### src/rtl/collision_if.sv
// Bundle between the cactus scroller/game shell and the collision detector.
// Detector consumes positions and start; produces game status.
interface collision_if;
  logic [10:0] s1;
  logic [10:0] s2;
  logic [10:0] s3;
  logic [10:0] s4;
  logic [10:0] s5;
  logic [10:0] s6;
  logic [9:0]  dino_y;
  logic        start;
  logic        freeze;
  logic        game_over;
  logic [2:0]  hit_idx;
  logic [13:0] score;
  logic [13:0] best;

  modport master (
    output s1, s2, s3, s4, s5, s6,
    output dino_y, start,
    input  freeze, game_over, hit_idx,
    input  score, best
  );

  modport slave (
    input  s1, s2, s3, s4, s5, s6,
    input  dino_y, start,
    output freeze, game_over, hit_idx,
    output score, best
  );
endinterface

### src/rtl/collision_detect.sv
// Dino-vs-cactus collision detector and game state machine.
// Tracks run score, best score and the cactus that ended the run.
module collision_detect #(
  parameter logic [10:0] DINO_X_L   = 11'd100,
  parameter logic [10:0] DINO_X_R   = 11'd140,
  parameter logic [10:0] CACTUS_W   = 11'd20,
  parameter logic [9:0]  CACTUS_H   = 10'd40,
  parameter logic [10:0] PARK_X     = 11'd640,
  parameter int          HIT_FRAMES = 2
) (
  input  logic        clk_16Hz,
  input  logic        rst_n,
  collision_if.slave  bus
);

  typedef enum logic [1:0] {
    S_IDLE,
    S_RUN,
    S_OVER
  } state_t;

  localparam logic [2:0]  HF_LAST   = 3'(HIT_FRAMES - 1);
  localparam logic [13:0] SCORE_MAX = 14'd9999;

  state_t      r_state;
  logic [2:0]  r_hit_cnt;
  logic [2:0]  r_hit_idx;
  logic [13:0] r_score;
  logic [13:0] r_best;
  logic        r_freeze;
  logic        r_over;

  state_t      w_state_nx;
  logic [2:0]  w_hit_cnt_nx;
  logic [2:0]  w_hit_idx_nx;
  logic [13:0] w_score_nx;
  logic [13:0] w_best_nx;
  logic [13:0] w_score_inc;

  logic [10:0] w_s [6];
  logic [5:0]  w_ov;
  logic        w_ov_any;
  logic [2:0]  w_lo;

  assign w_s[0] = bus.s1;
  assign w_s[1] = bus.s2;
  assign w_s[2] = bus.s3;
  assign w_s[3] = bus.s4;
  assign w_s[4] = bus.s5;
  assign w_s[5] = bus.s6;

  // Right-edge sum is widened so a far-right cactus cannot wrap into range.
  for (genvar g = 0; g < 6; g++) begin : g_ov
    logic [11:0] w_sum;
    assign w_sum   = {1'b0, w_s[g]} + {1'b0, CACTUS_W};
    assign w_ov[g] = (w_s[g] < PARK_X)
                  && (w_s[g] < DINO_X_R)
                  && (w_sum > {1'b0, DINO_X_L})
                  && (bus.dino_y < CACTUS_H);
  end

  assign w_ov_any = |w_ov;

  always_comb begin
    w_lo = 3'd0;
    for (int i = 5; i >= 0; i--) begin
      if (w_ov[i]) w_lo = 3'(i + 1);
    end
  end

  assign w_score_inc = (r_score == SCORE_MAX) ? r_score
                     : r_score + 14'd1;

  always_comb begin
    w_state_nx   = r_state;
    w_hit_cnt_nx = r_hit_cnt;
    w_hit_idx_nx = r_hit_idx;
    w_score_nx   = r_score;
    w_best_nx    = r_best;
    unique case (r_state)
      S_IDLE, S_OVER: begin
        if (bus.start) begin
          w_state_nx   = S_RUN;
          w_hit_cnt_nx = 3'd0;
          w_hit_idx_nx = 3'd0;
          w_score_nx   = 14'd0;
        end
      end
      S_RUN: begin
        if (w_ov_any && (r_hit_cnt == HF_LAST)) begin
          w_state_nx   = S_OVER;
          w_hit_idx_nx = w_lo;
          if (r_score > r_best) w_best_nx = r_score;
        end else begin
          w_hit_cnt_nx = w_ov_any ? r_hit_cnt + 3'd1 : 3'd0;
          w_score_nx   = w_score_inc;
        end
      end
      default: w_state_nx = S_IDLE;
    endcase
  end

  always_ff @(posedge clk_16Hz) begin
    if (!rst_n) begin
      r_state   <= S_IDLE;
      r_hit_cnt <= 3'd0;
      r_hit_idx <= 3'd0;
      r_score   <= 14'd0;
      r_best    <= 14'd0;
      r_freeze  <= 1'b1;
      r_over    <= 1'b0;
    end else begin
      r_state   <= w_state_nx;
      r_hit_cnt <= w_hit_cnt_nx;
      r_hit_idx <= w_hit_idx_nx;
      r_score   <= w_score_nx;
      r_best    <= w_best_nx;
      r_freeze  <= (w_state_nx != S_RUN);
      r_over    <= (w_state_nx == S_OVER);
    end
  end

  assign bus.freeze    = r_freeze;
  assign bus.game_over = r_over;
  assign bus.hit_idx   = r_hit_idx;
  assign bus.score     = r_score;
  assign bus.best      = r_best;

endmodule
### src/flat_wrapper.sv
// flat-port wrapper written by rule: the top's interface ports become plain ports
module collision_detect_flat 
#(
  parameter logic [10:0] DINO_X_L   = 11'd100,
  parameter logic [10:0] DINO_X_R   = 11'd140,
  parameter logic [10:0] CACTUS_W   = 11'd20,
  parameter logic [9:0]  CACTUS_H   = 10'd40,
  parameter logic [10:0] PARK_X     = 11'd640,
  parameter int          HIT_FRAMES = 2
)
  (clk_16Hz, rst_n, bus_s1, bus_s2, bus_s3, bus_s4, bus_s5, bus_s6, bus_dino_y, bus_start, bus_freeze, bus_game_over, bus_hit_idx, bus_score, bus_best);
  collision_if bus_i ();
  input  logic clk_16Hz;
  input  logic rst_n;
  input wire logic [$bits(bus_i.s1)-1:0] bus_s1;
  input wire logic [$bits(bus_i.s2)-1:0] bus_s2;
  input wire logic [$bits(bus_i.s3)-1:0] bus_s3;
  input wire logic [$bits(bus_i.s4)-1:0] bus_s4;
  input wire logic [$bits(bus_i.s5)-1:0] bus_s5;
  input wire logic [$bits(bus_i.s6)-1:0] bus_s6;
  input wire logic [$bits(bus_i.dino_y)-1:0] bus_dino_y;
  input wire logic [$bits(bus_i.start)-1:0] bus_start;
  output wire logic [$bits(bus_i.freeze)-1:0] bus_freeze;
  output wire logic [$bits(bus_i.game_over)-1:0] bus_game_over;
  output wire logic [$bits(bus_i.hit_idx)-1:0] bus_hit_idx;
  output wire logic [$bits(bus_i.score)-1:0] bus_score;
  output wire logic [$bits(bus_i.best)-1:0] bus_best;
  assign bus_i.s1 = bus_s1;
  assign bus_i.s2 = bus_s2;
  assign bus_i.s3 = bus_s3;
  assign bus_i.s4 = bus_s4;
  assign bus_i.s5 = bus_s5;
  assign bus_i.s6 = bus_s6;
  assign bus_i.dino_y = bus_dino_y;
  assign bus_i.start = bus_start;
  assign bus_freeze = bus_i.freeze;
  assign bus_game_over = bus_i.game_over;
  assign bus_hit_idx = bus_i.hit_idx;
  assign bus_score = bus_i.score;
  assign bus_best = bus_i.best;
  collision_detect #(.DINO_X_L(DINO_X_L), .DINO_X_R(DINO_X_R), .CACTUS_W(CACTUS_W), .CACTUS_H(CACTUS_H), .PARK_X(PARK_X), .HIT_FRAMES(HIT_FRAMES)) u_core (.clk_16Hz(clk_16Hz), .rst_n(rst_n), .bus(bus_i));
endmodule
### config.mk
export PLATFORM = sky130hd
export DESIGN_NAME = collision_detect_flat
export DESIGN_NICKNAME = d
export VERILOG_FILES = /design/src/rtl/collision_if.sv /design/src/rtl/collision_detect.sv /design/src/flat_wrapper.sv
export SDC_FILE = /design/constraint.sdc
export NUM_CORES = 1
export LEC_CHECK = 0
export BUFFER_PORTS_ARGS = -buffer_cell sky130_fd_sc_hd__buf_2
export CORE_MARGIN = 2
export CORE_UTILIZATION = 44
export DETAILED_ROUTE_END_ITERATION = 12
export PLACE_DENSITY = 0.89
export SLEW_MARGIN = 20
export SYNTH_ARGS = -nofsm -noshare
export SYNTH_HDL_FRONTEND = slang
export SYNTH_SLANG_ARGS = --single-unit
### constraint.sdc
create_clock -name clk_16Hz -period 2.05 [get_ports clk_16Hz]
set_input_delay 0.1025 -clock clk_16Hz [delete_from_list [all_inputs] [get_ports clk_16Hz]]
set_output_delay 0.1025 -clock clk_16Hz [all_outputs]
set_load 0.02 [all_outputs]
== After elaboration in Yosys (flattened, before gate mapping) ==
Index checks and enable logic that the tools add are counted.

* Memories: 0
* Input port bits: 79
* Bits in latches: 0
* Logic and storage cells: 91
* Flip-flop bits (word level): 38
* RAM bits: 0
* Bits in read-only memories: 0

* $mul: 0
* Equal/unequal tests: 10
* Muxes and demuxes: 19
* Order comparisons: 20
* Shift-type cells: 0
* Bitwise gates (word level): 0
* Reductions and logical operators: 27
* Add/subtract/negate cells: 8
* Div/mod/pow operators: 0

{| class="wikitable"
|+ Operators with widths
! kind !! number
|-
| adder 11 x 5 -> 12 bit, second input constant || 6
|-
| > comparator 12 x 7 -> 1 bit, second input constant || 6
|-
| < comparator 11 x 10 -> 1 bit, second input constant || 6
|-
| < comparator 11 x 8 -> 1 bit, second input constant || 6
|-
| two-way mux 14 bit || 3
|-
| two-way mux 3 bit || 10
|-
| one-hot mux 14 bit (2 select lines) || 1
|-
| logical AND 1 bit || 19
|-
| adder 14 x 1 -> 14 bit, second input constant || 1
|-
| == test 14 bit, second input constant || 1
|-
| > comparator 14 bit || 1
|-
| one-hot mux 3 bit (2 select lines) || 2
|-
| < comparator 10 x 6 -> 1 bit, second input constant || 1
|-
| AND reduction 3 bit || 3
|-
| != test 2 bit, second input constant || 3
|-
| OR reduction 6 bit || 1
|-
| == test 2 bit, second input constant || 2
|-
| two-way mux 2 bit || 2
|-
| != test 2 x 1 -> 1 bit, second input constant || 2
|-
| one-hot mux 2 bit (2 select lines) || 1
|-
| AND reduction 4 bit || 1
|-
| adder 3 x 1 -> 3 bit, second input constant || 1
|-
| == test 3 x 1 -> 1 bit, second input constant || 1
|-
| == test 2 x 1 -> 1 bit, second input constant || 1
|-
| other kinds (3) || 3
|}

== Depth between registers and ports, before layout ==
* Depth after elaboration: 12
* Depth in mapped cells: 11

== Worst setup path after synthesis ==
No wires, ideal clock.

* Kind: register -> register
* Start: register u_core.r_score[7], in the netlist u_core.bus.score[7]
* End: register u_core.r_best[2], in the netlist u_core.bus.best[2]
* Stages on the path, launching flop included: 11
* Required time: 1934 ps
* Period minus slack after synthesis: 2288 ps
* Path slack: -238 ps
* Data arrival time: 2171 ps
* Setup time: 116 ps
* Cell sequence: dfxtp_1 > ha_1 > a211oi_1 > o21a_1 > o21ai_0 > a221oi_1 > a2111o_1 > buf_6 > buf_12 > mux2i_1 > nor2b_1

* Cells in the longest elaborated chain, start to end: 2

{| class="wikitable"
|+ RTL lines
! item !! RTL line !! RTL
|-
| from (decl) || collision_detect.sv:28 || <nowiki>logic [13:0] r_score;</nowiki>
|-
| from (signal assigned) || collision_detect.sv:116 || <nowiki>r_score <= w_score_nx;</nowiki>
|-
| > comparator 14 bit || collision_detect.sv:93 || <nowiki>if (r_score > r_best) w_best_nx = r_score;</nowiki>
|-
| AND reduction 3 bit (no line) || - ||
|-
| to (signal assigned) || collision_detect.sv:117 || <nowiki>r_best <= w_best_nx;</nowiki>
|-
| to (decl) || collision_detect.sv:29 || <nowiki>logic [13:0] r_best;</nowiki>
|}

Every way passes these cells.
A chain may end at the register's enable or synchronous reset.

== Worst setup path in the final report ==
* Start: register u_core.r_best[3], in the netlist u_core.bus.best[3]
* End: register u_core.r_best[3], in the netlist u_core.bus.best[3]

* Cells in the longest elaborated chain, start to end: 2

{| class="wikitable"
|+ RTL lines
! item !! RTL line
|-
| > comparator 14 bit || collision_detect.sv:93
|-
| AND reduction 3 bit (no line) || -
|}

Every way passes these cells.

==> impl_results.md <==
* Outcome: complete, but fails checks
* Failing checks: negative setup slack
* Final Worst Setup Slack at -116 ps
* Mapped Cells at 318
* First-pass GRT wire length at 15600 microns
* RSZ-0062 raised after global routing: yes
* Required @ worst endpoint at 2250 ps
* Routed length per instance at 17.8 microns
* Min cycle time layout at 2170 ps
* Hold EP: u_core.bus.game_over$_SDFF_PN0_
* Sink Count at 38
* CTS tree: built
* Crit share post-route at 106%
* Gr ovfl total at 0
* Die Height at 82.1 microns
* Antenna fix cells at 0
* Initial antenna violation count at 0
* Filler cells at 440
* Die area at 0.00674 sq mm
* Comb pwr share at 20.1%
* Worst Tran Pin Value at 488 ps
* Sw frac at 28.5%
* Maximum vdd drop at 385 uV
* I/O pins at 112
* Pre-antenna DRT Iters at 7
* H-tree levels at 2
* Clk_skew at 16.6 ps
* Inserted Clock Buffers at 5
* Asr flop ratio synth at 0%
* Post-synth net total at 414
* Starting Density at 45.4%
* Ys Warns at 0
* Share of cells above drive strength 1 at 46.3%
* CP arrival at 2370 ps
* Slew headroom at 66.6%
* Placed cell count at 538
* Hold-fix buffers, CTS at 0
* Max-slew violations at 0
* Seq/Total Area, Yosys at 28.3%
* Crit Reg-Reg Startpoint: u_core.bus.best[3]$_SDFFE_PN0P_
* Max_cap viols at 0
* P&R area growth vs syn at 46.5%
* DP Area at 0.00365 sq mm
* Final instance area at 0.00393 sq mm
* Root buffer cell: clkbuf_8
* Startpoint types: flip-flop
* Via density at 6.02
* Clock latency on the worst-skew pair at 310 ps
* Top FF cell, synth: dfxtp_1
* Clk network pwr share at 34.2%
* Layout Nets at 570
* Finish-stage setup viols at 14
* Clock Tree Buf Depth at 2
* Yosys cell types at 58
* Cell Rows at 28
* Synth Cell Area at 0.00269 sq mm
* DIE WIDTH at 82.1 microns
* R2R cell count at 10
* PD cells at 415 mW/mm^2
* Vias at 3310
* Sw power at 0.000465 W
* Worst hold stages at 3
* R2R setup slack at -120 ps
* Initial drt markers at 585
* Hold WC Path Type: in -> reg
* Port-buffer cells at 108
* Post-route insts no fill at 550
* Kind of critical path: reg -> reg
* DRT antenna net count at 0
* Number of remaining DRC errors at 0
* HPWL after DPL at 6630 microns
* Pleak at 1.89 nW
* Post-synth EDFFs at 0
* Largest net degree at the start of global routing at 23
* F_max at 462 MHz
* Reg-to-reg critical path endpoint: u_core.bus.best[3]$_SDFFE_PN0P_
* GPL Wtd Cong at 0.910
* Clk slew on worst S/H paths at 90 ps
* CP Capture Type: flip-flop
* Core Area at 0.00592 sq mm
* Final hold violation count at 0
* Vias in the first global route at 3294
* Syn_area_per_cell at 8.44 sq um
* Worst-path maximum fanout at 7
* Int Power at 0.00117 W
* Final wirelength at 9770 microns
* Power share of the sequential group at 45.7%
* Total power at 0.00163 W
* Worst hold start: bus_start
* Synth Register Bits at 38
* Total global-route track usage at 30.1%
[worst max-delay path, stage by stage, from the launching register on]
cell	delay, ps
dfxtp_2	330
inv_1	60
ha_4	240
a21o_1	180
nand2_1	60
o211ai_1	110
a221oi_2	360
a2111o_1	190
buf_6	190
mux2i_1	260
nor2b_1	80
[cells in the mapped netlist (6+ instances only)]
cell type | count | share of area [%]
nand3_1 | 11 | 2.1
a21oi_1 | 14 | 2.6
dfxtp_1 | 38 | 28
mux2i_1 | 19 | 7.1
nor3_1 | 6 | 1.1
a211oi_1 | 8 | 2.2
o211ai_1 | 6 | 1.7
clkbuf_1 | 7 | 0.98
ha_1 | 17 | 7.9
nand2b_1 | 7 | 1.6
and2_1 | 7 | 1.6
nor2_1 | 11 | 1.5
nor2b_1 | 19 | 4.4
and3_1 | 10 | 2.3
nand2_1 | 23 | 3.2
inv_1 | 23 | 3.2
o21ai_0 | 12 | 2.2
o41ai_1 | 6 | 2.0
[metal layers]
metal  routed length [microns]  vias to the layer above  GRT usage (%)
met3                       787                       70           6.30
li1                          -                     1502              -
met5                         0                        -              0
met1                      3740                     1523           35.0
met2                      4770                      215           50.4
met4                       474                        0           18.8
[worst max path at each step]
stage                                               start  cells after the start                                 to
final                     u_core.bus.best[3]$_SDFFE_PN0P_                     10    u_core.bus.best[3]$_SDFFE_PN0P_
after global routing                        bus_dino_y[9]                     10    u_core.bus.best[3]$_SDFFE_PN0P_
after CTS                 u_core.bus.best[9]$_SDFFE_PN0P_                     11    u_core.bus.best[3]$_SDFFE_PN0P_
after detailed placement                        bus_s3[3]                      8  u_core.bus.score[10]$_SDFFE_PN0P_
after global placement                          bus_s5[3]                      8  u_core.bus.score[10]$_SDFFE_PN0P_
after floorplan                                 bus_s1[4]                      9    u_core.bus.best[9]$_SDFFE_PN0P_
[stage by stage]
| stage | setup TNS [ps] | utilization [%] | hold slack, ps | setup WS (ps) |
|---|---|---|---|---|
| floorplan | 0 | - | 340 | 1.19 |
| global placement | -4250 | 61.7 | 445 | -249 |
| detailed placement | -8190 | 61.7 | 456 | -320 |
| CTS | -1920 | 66.0 | 145 | -161 |
| global route | -2110 | 66.4 | 156 | -179 |
| finish | -806 | 66.4 | 140 | -116 |
[final cells by class]
type	instances	area (sq um)	share of cell area, %
timing repair buffer	164	972	24.7
sequential	38	785	19.9
tap	75	93.8	2.39
clock inverter	1	5.00	0.127
multi-input combinational	242	1910	48.4
clock buffer	7	86.3	2.19
inverter	23	86.3	2.19
[flip-flops by register name, summed over array words and instances, names as in the netlist]
name / count
u_core.bus.game_over: 1
u_core.bus.hit_idx: 3
u_core.r_state: 2
u_core.bus.score: 14
u_core.bus.freeze: 1
u_core.r_hit_cnt: 3
u_core.bus.best: 14
[cell usage in the layout (no fill, tap or decap), types with 6 or more instances in the layout]
cell type,n
clkbuf_8,6
mux2i_1,18
buf_2,108
dfxtp_1,23
and2_1,6
inv_1,21
o21ai_0,8
a21oi_1,13
nand2b_1,6
nand2_1,23
buf_4,53
a211oi_1,7
dfxtp_2,13
nor2b_1,19
ha_1,11
nor2_1,11
and3_1,8
o211ai_1,6
nand3_1,10
[power groups by stage]
stage               clock [W]  sequential, W  combinational [W]
global placement            0       0.000764           0.000289
floorplan                   0       0.000774           0.000132
CTS                  0.000542       0.000747           0.000306
detailed placement          0       0.000764           0.000302
global route         0.000584       0.000748           0.000353
finish               0.000558       0.000747           0.000328
[logic make-up (layout without fill, tap and decap cells)]
logic type | Yosys count | after routing | share of synthesized area, %
compound gates | 87 | 87 | 23.7
fa+ha+maj | 17 | 17 | 7.92
buf+inv | 38 | 195 | 6.94
flops | 38 | 38 | 28.3
mux | 19 | 19 | 7.08
simple gates | 119 | 119 | 26.0
[what timing repair did]
item,in CTS,in global routing
gates resized for setup,23,21
pin swaps,10,10
cloned,1,0
endpoints found under the setup margin,15,25
buffers inserted,6,0
Power figures use the tool's default switching activity.
